**config.mk**
```make
export PLATFORM = sky130hd
export DESIGN_NAME = machine_timer_device
export DESIGN_NICKNAME = d
export VERILOG_FILES = /design/src/rtl/machine_timer_device_pkg.sv /design/src/rtl/machine_timer_tick_gen.sv /design/src/rtl/machine_timer_device.sv
export SDC_FILE = /design/constraint.sdc
export NUM_CORES = 1
export LEC_CHECK = 0
export ABC_CLOCK_PERIOD_IN_PS = 2400
export CELL_PAD_IN_SITES_DETAIL_PLACEMENT = 1
export CELL_PAD_IN_SITES_GLOBAL_PLACEMENT = 2
export CORE_MARGIN = 2
export CORE_UTILIZATION = 32
export CTS_BUF_LIST = sky130_fd_sc_hd__clkbuf_8
export CTS_CLUSTER_SIZE = 20
export DETAILED_ROUTE_END_ITERATION = 8
export HOLD_SLACK_MARGIN = 0.1
export PLACE_DENSITY_LB_ADDON = 0.1
export SLEW_MARGIN = 10
export SYNTH_ARGS = -nofsm -noshare
export SYNTH_HDL_FRONTEND = slang
export SYNTH_SLANG_ARGS = --single-unit
```
**constraint.sdc**
```tcl
create_clock -name clock_i -period 2.4 [get_ports clock_i]
set_input_delay 0.48 -clock clock_i [delete_from_list [all_inputs] [get_ports clock_i]]
set_output_delay 0.48 -clock clock_i [all_outputs]
set_load 0.02 [all_outputs]
```
**src/rtl/machine_timer_device_pkg.sv**
```systemverilog
// Register map, reset constants and byte-strobe merge helper for the machine timer.
package machine_timer_device_pkg;

  localparam logic [2:0] OFF_MTIME_LO    = 3'd0;
  localparam logic [2:0] OFF_MTIME_HI    = 3'd1;
  localparam logic [2:0] OFF_MTIMECMP_LO = 3'd2;
  localparam logic [2:0] OFF_MTIMECMP_HI = 3'd3;
  localparam logic [2:0] OFF_CTRL        = 3'd4;
  localparam logic [2:0] OFF_PRESCALE    = 3'd5;

  localparam int          CTRL_ENABLE_BIT   = 0;
  localparam logic [63:0] MTIME_RESET       = 64'd0;
  localparam logic [63:0] MTIMECMP_RESET    = 64'hFFFF_FFFF_FFFF_FFFF;
  localparam logic        CTRL_ENABLE_RESET = 1'b1;

  function automatic logic [31:0] apply_strobe(input logic [31:0] old_val,
                                               input logic [31:0] wdata,
                                               input logic [3:0]  strb);
    logic [31:0] res;
    res = old_val;
    for (int i = 0; i < 4; i++) begin
      if (strb[i]) res[8*i +: 8] = wdata[8*i +: 8];
    end
    return res;
  endfunction

endpackage

```
**src/rtl/machine_timer_tick_gen.sv**
```systemverilog
// Prescaler: emits a one-cycle tick every PRESCALE+1 enabled cycles; counter frozen while disabled.
module machine_timer_tick_gen (
  input  logic        clock_i,
  input  logic        reset_n_i,
  input  logic        enable_i,
  input  logic [15:0] prescale_i,
  input  logic        clear_i,
  output logic        tick_o
);

  logic [15:0] count_q, count_d;

  always_comb begin
    tick_o  = enable_i && (count_q == prescale_i);
    count_d = count_q;
    // A prescale rewrite restarts the period from zero regardless of enable.
    if (clear_i) begin
      count_d = '0;
    end else if (enable_i) begin
      count_d = tick_o ? '0 : count_q + 16'd1;
    end
  end

  always_ff @(posedge clock_i) begin
    if (!reset_n_i) begin
      count_q <= '0;
    end else begin
      count_q <= count_d;
    end
  end

endmodule

```
**src/rtl/machine_timer_device.sv**
```systemverilog
// Memory-mapped RISC-V machine timer (64-bit mtime/mtimecmp, prescaled tick, level irq)
// on one system_bus device slot; every access is acknowledged exactly one cycle later.
module machine_timer_device
  import machine_timer_device_pkg::*;
#(
  parameter logic [15:0] RESET_PRESCALE = 16'd0
) (
  input  logic        clock_i,
  input  logic        reset_n_i,
  input  logic [31:0] rw_address_i,
  output logic [31:0] read_data_o,
  input  logic        read_request_i,
  output logic        read_response_o,
  input  logic [31:0] write_data_i,
  input  logic [3:0]  write_strobe_i,
  input  logic        write_request_i,
  output logic        write_response_o,
  output logic        timer_irq_o
);

  logic [63:0] mtime_q, mtime_d;
  logic [63:0] mtimecmp_q, mtimecmp_d;
  logic        enable_q, enable_d;
  logic [15:0] prescale_q, prescale_d;
  logic [31:0] read_data_q, read_data_d;
  logic        read_response_q, read_response_d;
  logic        write_response_q, write_response_d;
  logic        timer_irq_q, timer_irq_d;
  logic        tick;
  logic        prescale_clear;
  logic [31:0] rd_mux;
  logic [2:0]  offset;
  logic        unused_addr;

  assign offset      = rw_address_i[4:2];
  assign unused_addr = ^{rw_address_i[31:5], rw_address_i[1:0]};

  machine_timer_tick_gen u_tick_gen (
    .clock_i    (clock_i),
    .reset_n_i  (reset_n_i),
    .enable_i   (enable_q),
    .prescale_i (prescale_q),
    .clear_i    (prescale_clear),
    .tick_o     (tick)
  );

  always_comb begin
    rd_mux = '0;
    case (offset)
      OFF_MTIME_LO:    rd_mux = mtime_q[31:0];
      OFF_MTIME_HI:    rd_mux = mtime_q[63:32];
      OFF_MTIMECMP_LO: rd_mux = mtimecmp_q[31:0];
      OFF_MTIMECMP_HI: rd_mux = mtimecmp_q[63:32];
      OFF_CTRL:        rd_mux = {31'd0, enable_q};
      OFF_PRESCALE:    rd_mux = {16'd0, prescale_q};
      default:         rd_mux = '0;
    endcase
  end

  always_comb begin
    mtime_d          = tick ? mtime_q + 64'd1 : mtime_q;
    mtimecmp_d       = mtimecmp_q;
    enable_d         = enable_q;
    prescale_d       = prescale_q;
    prescale_clear   = 1'b0;
    read_data_d      = read_request_i ? rd_mux : read_data_q;
    read_response_d  = read_request_i;
    write_response_d = write_request_i;
    timer_irq_d      = (mtime_q >= mtimecmp_q);

    // A write to either mtime half replaces the whole next value, so the tick is dropped for both halves.
    if (write_request_i) begin
      case (offset)
        OFF_MTIME_LO:
          mtime_d = {mtime_q[63:32], apply_strobe(mtime_q[31:0], write_data_i, write_strobe_i)};
        OFF_MTIME_HI:
          mtime_d = {apply_strobe(mtime_q[63:32], write_data_i, write_strobe_i), mtime_q[31:0]};
        OFF_MTIMECMP_LO:
          mtimecmp_d[31:0] = apply_strobe(mtimecmp_q[31:0], write_data_i, write_strobe_i);
        OFF_MTIMECMP_HI:
          mtimecmp_d[63:32] = apply_strobe(mtimecmp_q[63:32], write_data_i, write_strobe_i);
        OFF_CTRL:
          if (write_strobe_i[0]) enable_d = write_data_i[CTRL_ENABLE_BIT];
        OFF_PRESCALE: begin
          prescale_clear = 1'b1;
          if (write_strobe_i[0]) prescale_d[7:0]  = write_data_i[7:0];
          if (write_strobe_i[1]) prescale_d[15:8] = write_data_i[15:8];
        end
        default: ;
      endcase
    end
  end

  always_ff @(posedge clock_i) begin
    if (!reset_n_i) begin
      mtime_q          <= MTIME_RESET;
      mtimecmp_q       <= MTIMECMP_RESET;
      enable_q         <= CTRL_ENABLE_RESET;
      prescale_q       <= RESET_PRESCALE;
      read_data_q      <= '0;
      read_response_q  <= 1'b0;
      write_response_q <= 1'b0;
      timer_irq_q      <= 1'b0;
    end else begin
      mtime_q          <= mtime_d;
      mtimecmp_q       <= mtimecmp_d;
      enable_q         <= enable_d;
      prescale_q       <= prescale_d;
      read_data_q      <= read_data_d;
      read_response_q  <= read_response_d;
      write_response_q <= write_response_d;
      timer_irq_q      <= timer_irq_d;
    end
  end

  assign read_data_o      = read_data_q;
  assign read_response_o  = read_response_q;
  assign write_response_o = write_response_q;
  assign timer_irq_o      = timer_irq_q;

endmodule

```
# [Yosys cells after proc, flatten, opt, wreduce, memory -nomap -nowiden]
# Index checks and enable logic that the tools add are counted.
# Widths: inputs -> output; s select.
[totals] output_inout_bits=35 reg_bits=196 inputBits=72 word_cells=77
[op_classes] eq_ne=16 bitwise=1 muxes=11 addsub=2 n_reduce_logical=22 n_lt_le_gt_ge=1
[ops] op="$pmux 32 s6" count=1
[ops] op="$mux 64" count=2
[ops] op="$pmux 64 s2" count=1
[ops] op="$add 64x1->64 const B" count=1
[ops] op="$ge 64x64->1" count=1
[ops] op="$reduce_and 3->1" count=11
[ops] op="$mux 8" count=4
[ops] op="$ne 3x3->1 const B" count=8
[ops] op="$add 16x1->16 const B" count=1
[ops] op="$eq 16x16->1" count=1
[ops] op="$mux 16" count=1
[ops] op="$reduce_and 2->1" count=8
[ops] op="$eq 3x2->1 const B" count=2
[ops] op="$eq 3x3->1 const B" count=2
[ops] op="$ne 2x2->1 const B" count=2
[ops] op="$eq 3x1->1 const B" count=1
[ops] op="$logic_not 3->1" count=1
[ops] op="$mux 1" count=2
[ops] op="$reduce_or 2->1" count=1
[ops] op="$logic_and 1x1->1" count=1
[ops] op="$not 1->1" count=1

# [Depth between registers and ports, before layout]
[depth] depth_word=5 ltp_mapped=9 depth_no_buf=8

# [By module]
# A second synthesis with hierarchy kept.
[unflattened] cells_unflattened=1432 hier_area_um2=11837.6
[modules_own_cells] mod="machine_timer_device" n_inst=1 cells_per_inst=1325 area_each_um2=10890.4 seq_area_each_um2=3603.5
[modules_own_cells] mod="machine_timer_tick_gen" n_inst=1 cells_per_inst=107 area_each_um2=947.2 seq_area_each_um2=320.3

# [Worst setup path after synthesis]
# OpenSTA, ideal clock, no wires.
[synth_path] path_kind="register -> register" from="register prescale_q[10]" to="register mtime_q[63]" n_path_buf=2 setup_time_ps=136 path_stages_with_launch=9 path_slack_ps=-103 arrival_ps=2367 period_less_slack_ps=2503 t_required_ps=2264 path_cell_list="dfxtp_1 xor2_1 or4_4 or3_4 or3_1 buf_2 buf_6 o311ai_0 nand3_1"
[synth_between] elab_chain_len=5
[synth_lines] element="from (decl)" line_no="machine_timer_device.sv:24" source="logic [15:0] prescale_q, prescale_d;"
[synth_lines] element="from (signal assigned)" line_no="machine_timer_device.sv:108" source="prescale_q <= prescale_d;"
[synth_lines] element="$eq 16x16->1 *" line_no="machine_timer_tick_gen.sv:14" source="tick_o = enable_i && (count_q == prescale_i);"
[synth_lines] element="$logic_and 1x1->1 *" line_no="machine_timer_tick_gen.sv:14"
[synth_lines] element="$mux 64 *" line_no="machine_timer_device.sv:61" source="mtime_d = tick ? mtime_q + 64'd1 : mtime_q;"
[synth_lines] element="$pmux 64 s2" line_no="machine_timer_device.sv:73" source="case (offset)"
[synth_lines] element="$mux 64 *" line_no="machine_timer_device.sv:72" source="if (write_request_i) begin"
[synth_lines] element="to (signal assigned)" line_no="machine_timer_device.sv:105" source="mtime_q <= mtime_d;"
[synth_lines] element="to (decl)" line_no="machine_timer_device.sv:21" source="logic [63:0] mtime_q, mtime_d;"
# Every way passes the cells marked *; elsewhere a longest branch is shown, timed or not.
# A chain may end at the register's enable or synchronous reset.

# [Final worst setup path]
[layout_path] from="register u_tick_gen.count_q[0]" to="register mtime_q[60]"
[layout_between] elab_chain_len=5
[layout_lines] element="from (decl)" line_no="machine_timer_tick_gen.sv:11" source="logic [15:0] count_q, count_d;"
[layout_lines] element="from (signal assigned)" line_no="machine_timer_tick_gen.sv:28" source="count_q <= count_d;"
[layout_lines] element="$eq 16x16->1 *" line_no="machine_timer_tick_gen.sv:14"
[layout_lines] element="$logic_and 1x1->1 *" line_no="machine_timer_tick_gen.sv:14"
[layout_lines] element="$mux 64 *" line_no="machine_timer_device.sv:61"
[layout_lines] element="$pmux 64 s2" line_no="machine_timer_device.sv:73"
[layout_lines] element="$mux 64 *" line_no="machine_timer_device.sv:72"
# Marked as above.

==> results.md <==
* Yosys top cell by area: dfxtp_1
* Post-DR vias/cell at 5.65
* Top fanout value on the critical path at 10
* Input/output buffers at 77
* Setup slack of the critical path after layout at -0.244 ns
* Slowest stage cell, crit path: or4_4
* Maximum buffer depth of the clock tree at 2
* Worst Setup End Kind: flip-flop
* Die Ht at 200 µm
* Flip-flop and latch count after synthesis at 196
* Endpoints failing hold at 0
* Tot GR Track Use at 0.294
* WHS Path Cells at 3
* Net count, final at 2029
* TritonCTS clock tree: yes
* Total wire length after detailed routing at 57800 µm
* Post-synthesis sequential area ratio at 0.319
* First-pass iteration count of the detailed router at 5
* Number of vias after detailed routing at 13644
* Maximum number of pins on one net before global-route repair at 73
* Average footprint of a synthesized cell at 7.84 µm²
* Required time of the critical path at 2.87 ns
* Remaining Overflow, GRT at 0
* Avg WL per Cell at 24.0 µm
* FF-to-FF path depth at 6
* Antenna diode count at 0
* Number of ports placed on the die boundary at 107
* Clk Latency, worst-skew pair at 0.53 ns
* Max-slew headroom at the worst pin at 0.514
* Worst IR Drop VDD at 375 µV
* Min-delay src: reset_n_i
* Crit-path leading delay family: simple AND/OR/NAND/NOR gates
* Top achievable clock speed at 0.378 GHz
* Clock-pin slew reported for the worst setup and hold paths after clock tree synthesis at 0.12 ns
* Outcome: finished, violations left
* CTS H-tree lvls at 4
* # rows at 71
* Horizontal die dimension at 200 µm
* Die area at 40000 µm²
* Setup repair after global routing missed its margin: yes
* Area Growth Syn to Fin at 36.8%
* Vias in the first global route at 13569
* Final core occ at 0.446
* Critical path class: flip-flop to flip-flop
* Num CTS Buffers at 17
* Violated checks: negative setup slack
* Most common cell after layout, fill and taps aside: buf_4
* Buffers plus inverters on the worst setup path at 0
* Data arrival, critical path at 3.11 ns
* Tightest Pin Transition at 0.727 ns
* Final setup violation count at 52
* Worst-case hold path end point: mtime_q[33]
* Hold Crit Class: input port to flip-flop
* Number of antenna violations at the first check in global routing at 1
* Most prevalent standard cell on the critical path: or3_4
* Leading cell types in the layout, fill and taps excluded: buf_4, dfxtp_1, nand3_1
* EDFF count, synth at 0
* R2r setup slk at -0.24 ns
* Endpoint of the worst register-to-register path: mtime_q[60]
* Critical R2R Launch: u_tick_gen.count_q[0]
* Drt first-iter violations at 714
* DP HPWL at 45100 µm
* Share of the synthesized area in the top cell type at 0.319
* Leading cell types by total area after synthesis: dfxtp_1, nand3_1, ha_1
* Hold buffer count at cts at 0
* Cell-by-cell trace of the critical path: xor2_2 > or4_4 > or3_4 > or3_4 > or4_1 > o211ai_1
* Number of placed instances, taps included at 2365
* Total power divided by cell area at 454 nW/µm²
* Crit path launch type: flip-flop
* Remaining number of nets flagged by the antenna check after routing at 0
* Standard cell core area at 37800 µm²
* Static leakage at 7.67 nW
* Fraction of final layout cells sized beyond drive strength 1 at 0.248
* Post-synthesis instance total at 1569
* Minimum period implied by the final worst setup slack at 2.64 ns
* Clock net sink count at 196
* Synth warn at 0
* First-pass GRT wire length at 86300 µm
* Main synth FF type: dfxtp_1
* Final Wtd Congestion at 0.913
* Max-capacitance violation count at 0
* Final Instance Count excl. Fillers at 2415
* Async S/R FF share, synth at 0
* Post-synthesis cell type count at 75
* Clk Tree Root Cell: clkbuf_8
* Net Count, Synth at 1707
* Worst path max stage delay at 0.55 ns
* Combined area of all synthesized cells at 12300 µm²
* Initial core utilization at 0.326
* Period utilisation layout at 1.10
* Remaining DRCs at 0
* Total negative slack for setup checks at -5.71 ns
* Setup Skew at 0.0222 ns
* Max-slew violation count at 0
worst max path at each step:
stage | cells past startpoint | end | from | slack, ns
2_1_floorplan | 7 | mtime_q[63] | u_tick_gen.count_q[0] | -0.04
3_3_place_gp | 8 | mtime_q[14] | write_request_i | -0.32
3_5_place_dp | 7 | mtime_q[55] | write_request_i | -0.41
4_1_cts | 7 | mtime_q[48] | prescale_q[0] | -0.22
5_1_grt | 7 | mtime_q[45] | u_tick_gen.count_q[0] | -0.30
6_report | 6 | mtime_q[60] | u_tick_gen.count_q[0] | -0.24
final cells by class:
cell class	instances	area [µm²]
fillers	4557	20900
multi-input cells	1186	8120
flip-flops and latches	196	3930
repair buffers	403	3430
well taps	511	639
inverters	87	327
clock buffers	18	248
clock inverters	14	120
flip-flops by register name, indices dropped and copies added, names as in the netlist:
register	flops
read_data_o	32
enable_q	1
read_response_o	1
prescale_q	16
u_tick_gen.count_q	16
mtimecmp_q	64
mtime_q	64
timer_irq_o	1
write_response_o	1
routing by layer:
metal	vias to the layer above	GRT usage	wire length (µm)
met5	-	0	18
met4	2	0.0829	1170
met3	60	0.0590	3210
met2	328	0.453	25900
met1	6869	0.415	27600
li1	6385	-	-
per-stage QoR:
step | power (mW) | area [µm²] | setup slack, ns | hold WS (ns)
after floorplan | 4.32 | 12300 | -0.0395 | 0.457
after global placement | 5.26 | 15800 | -0.325 | 0.473
after detailed placement | 5.29 | 15800 | -0.412 | 0.479
after CTS | 7.58 | 16500 | -0.220 | 0.277
after global routing | 7.96 | 16800 | -0.299 | 0.284
final | 7.63 | 16800 | -0.244 | 0.319
power by group:
part	internal [mW]	switching, mW	total (mW)
registers	3.38	0.125	3.50
logic	0.838	1.06	1.90
clock network	0.777	1.45	2.23
total	4.99	2.63	7.63
Yosys cell counts (9+ instances only):
library cell / instances
nand4_1: 45
and2_1: 10
xor2_1: 15
mux4_2: 25
o211ai_1: 29
mux2i_1: 27
a21oi_1: 89
clkbuf_1: 86
nor2b_1: 31
nor4_1: 22
a31oi_1: 14
and3_1: 20
nor3_1: 29
nand3_1: 199
a211oi_1: 18
buf_1: 9
a21o_1: 9
dfxtp_1: 196
or4_1: 20
or3_1: 11
nor2_1: 114
inv_1: 86
o21ai_0: 54
ha_1: 66
nand2_1: 185
and4_1: 10
xnor2_1: 22
a221oi_1: 10
cells by family after synthesis:
group	share of synthesized area
buffers and inverters	0.0581
xor gates and xnor gates	0.0264
and+or+nand+nor	0.296
muxes	0.0687
AOI/OAI and AO/OA	0.165
adders and majority gates	0.0672
DFF	0.319
worst register-to-register path, cell delays in order (launching register included):
cell and delay, ns:
dfxtp_2 0.35, xor2_2 0.18, or4_4 0.55, or3_4 0.43, or3_4 0.50, or4_1 0.50
o211ai_1 0.09
what timing repair did:
item | 4_1_cts | 5_1_grt
setup buffers | 9 | 8
pin swaps | 19 | 19
endpoints found under the setup margin | 53 | 72
hold endpoints to repair | 0 | 0
gates cloned | 0 | 1
gates resized for setup | 61 | 46
Note: power is estimated with default switching activity, not from simulation.
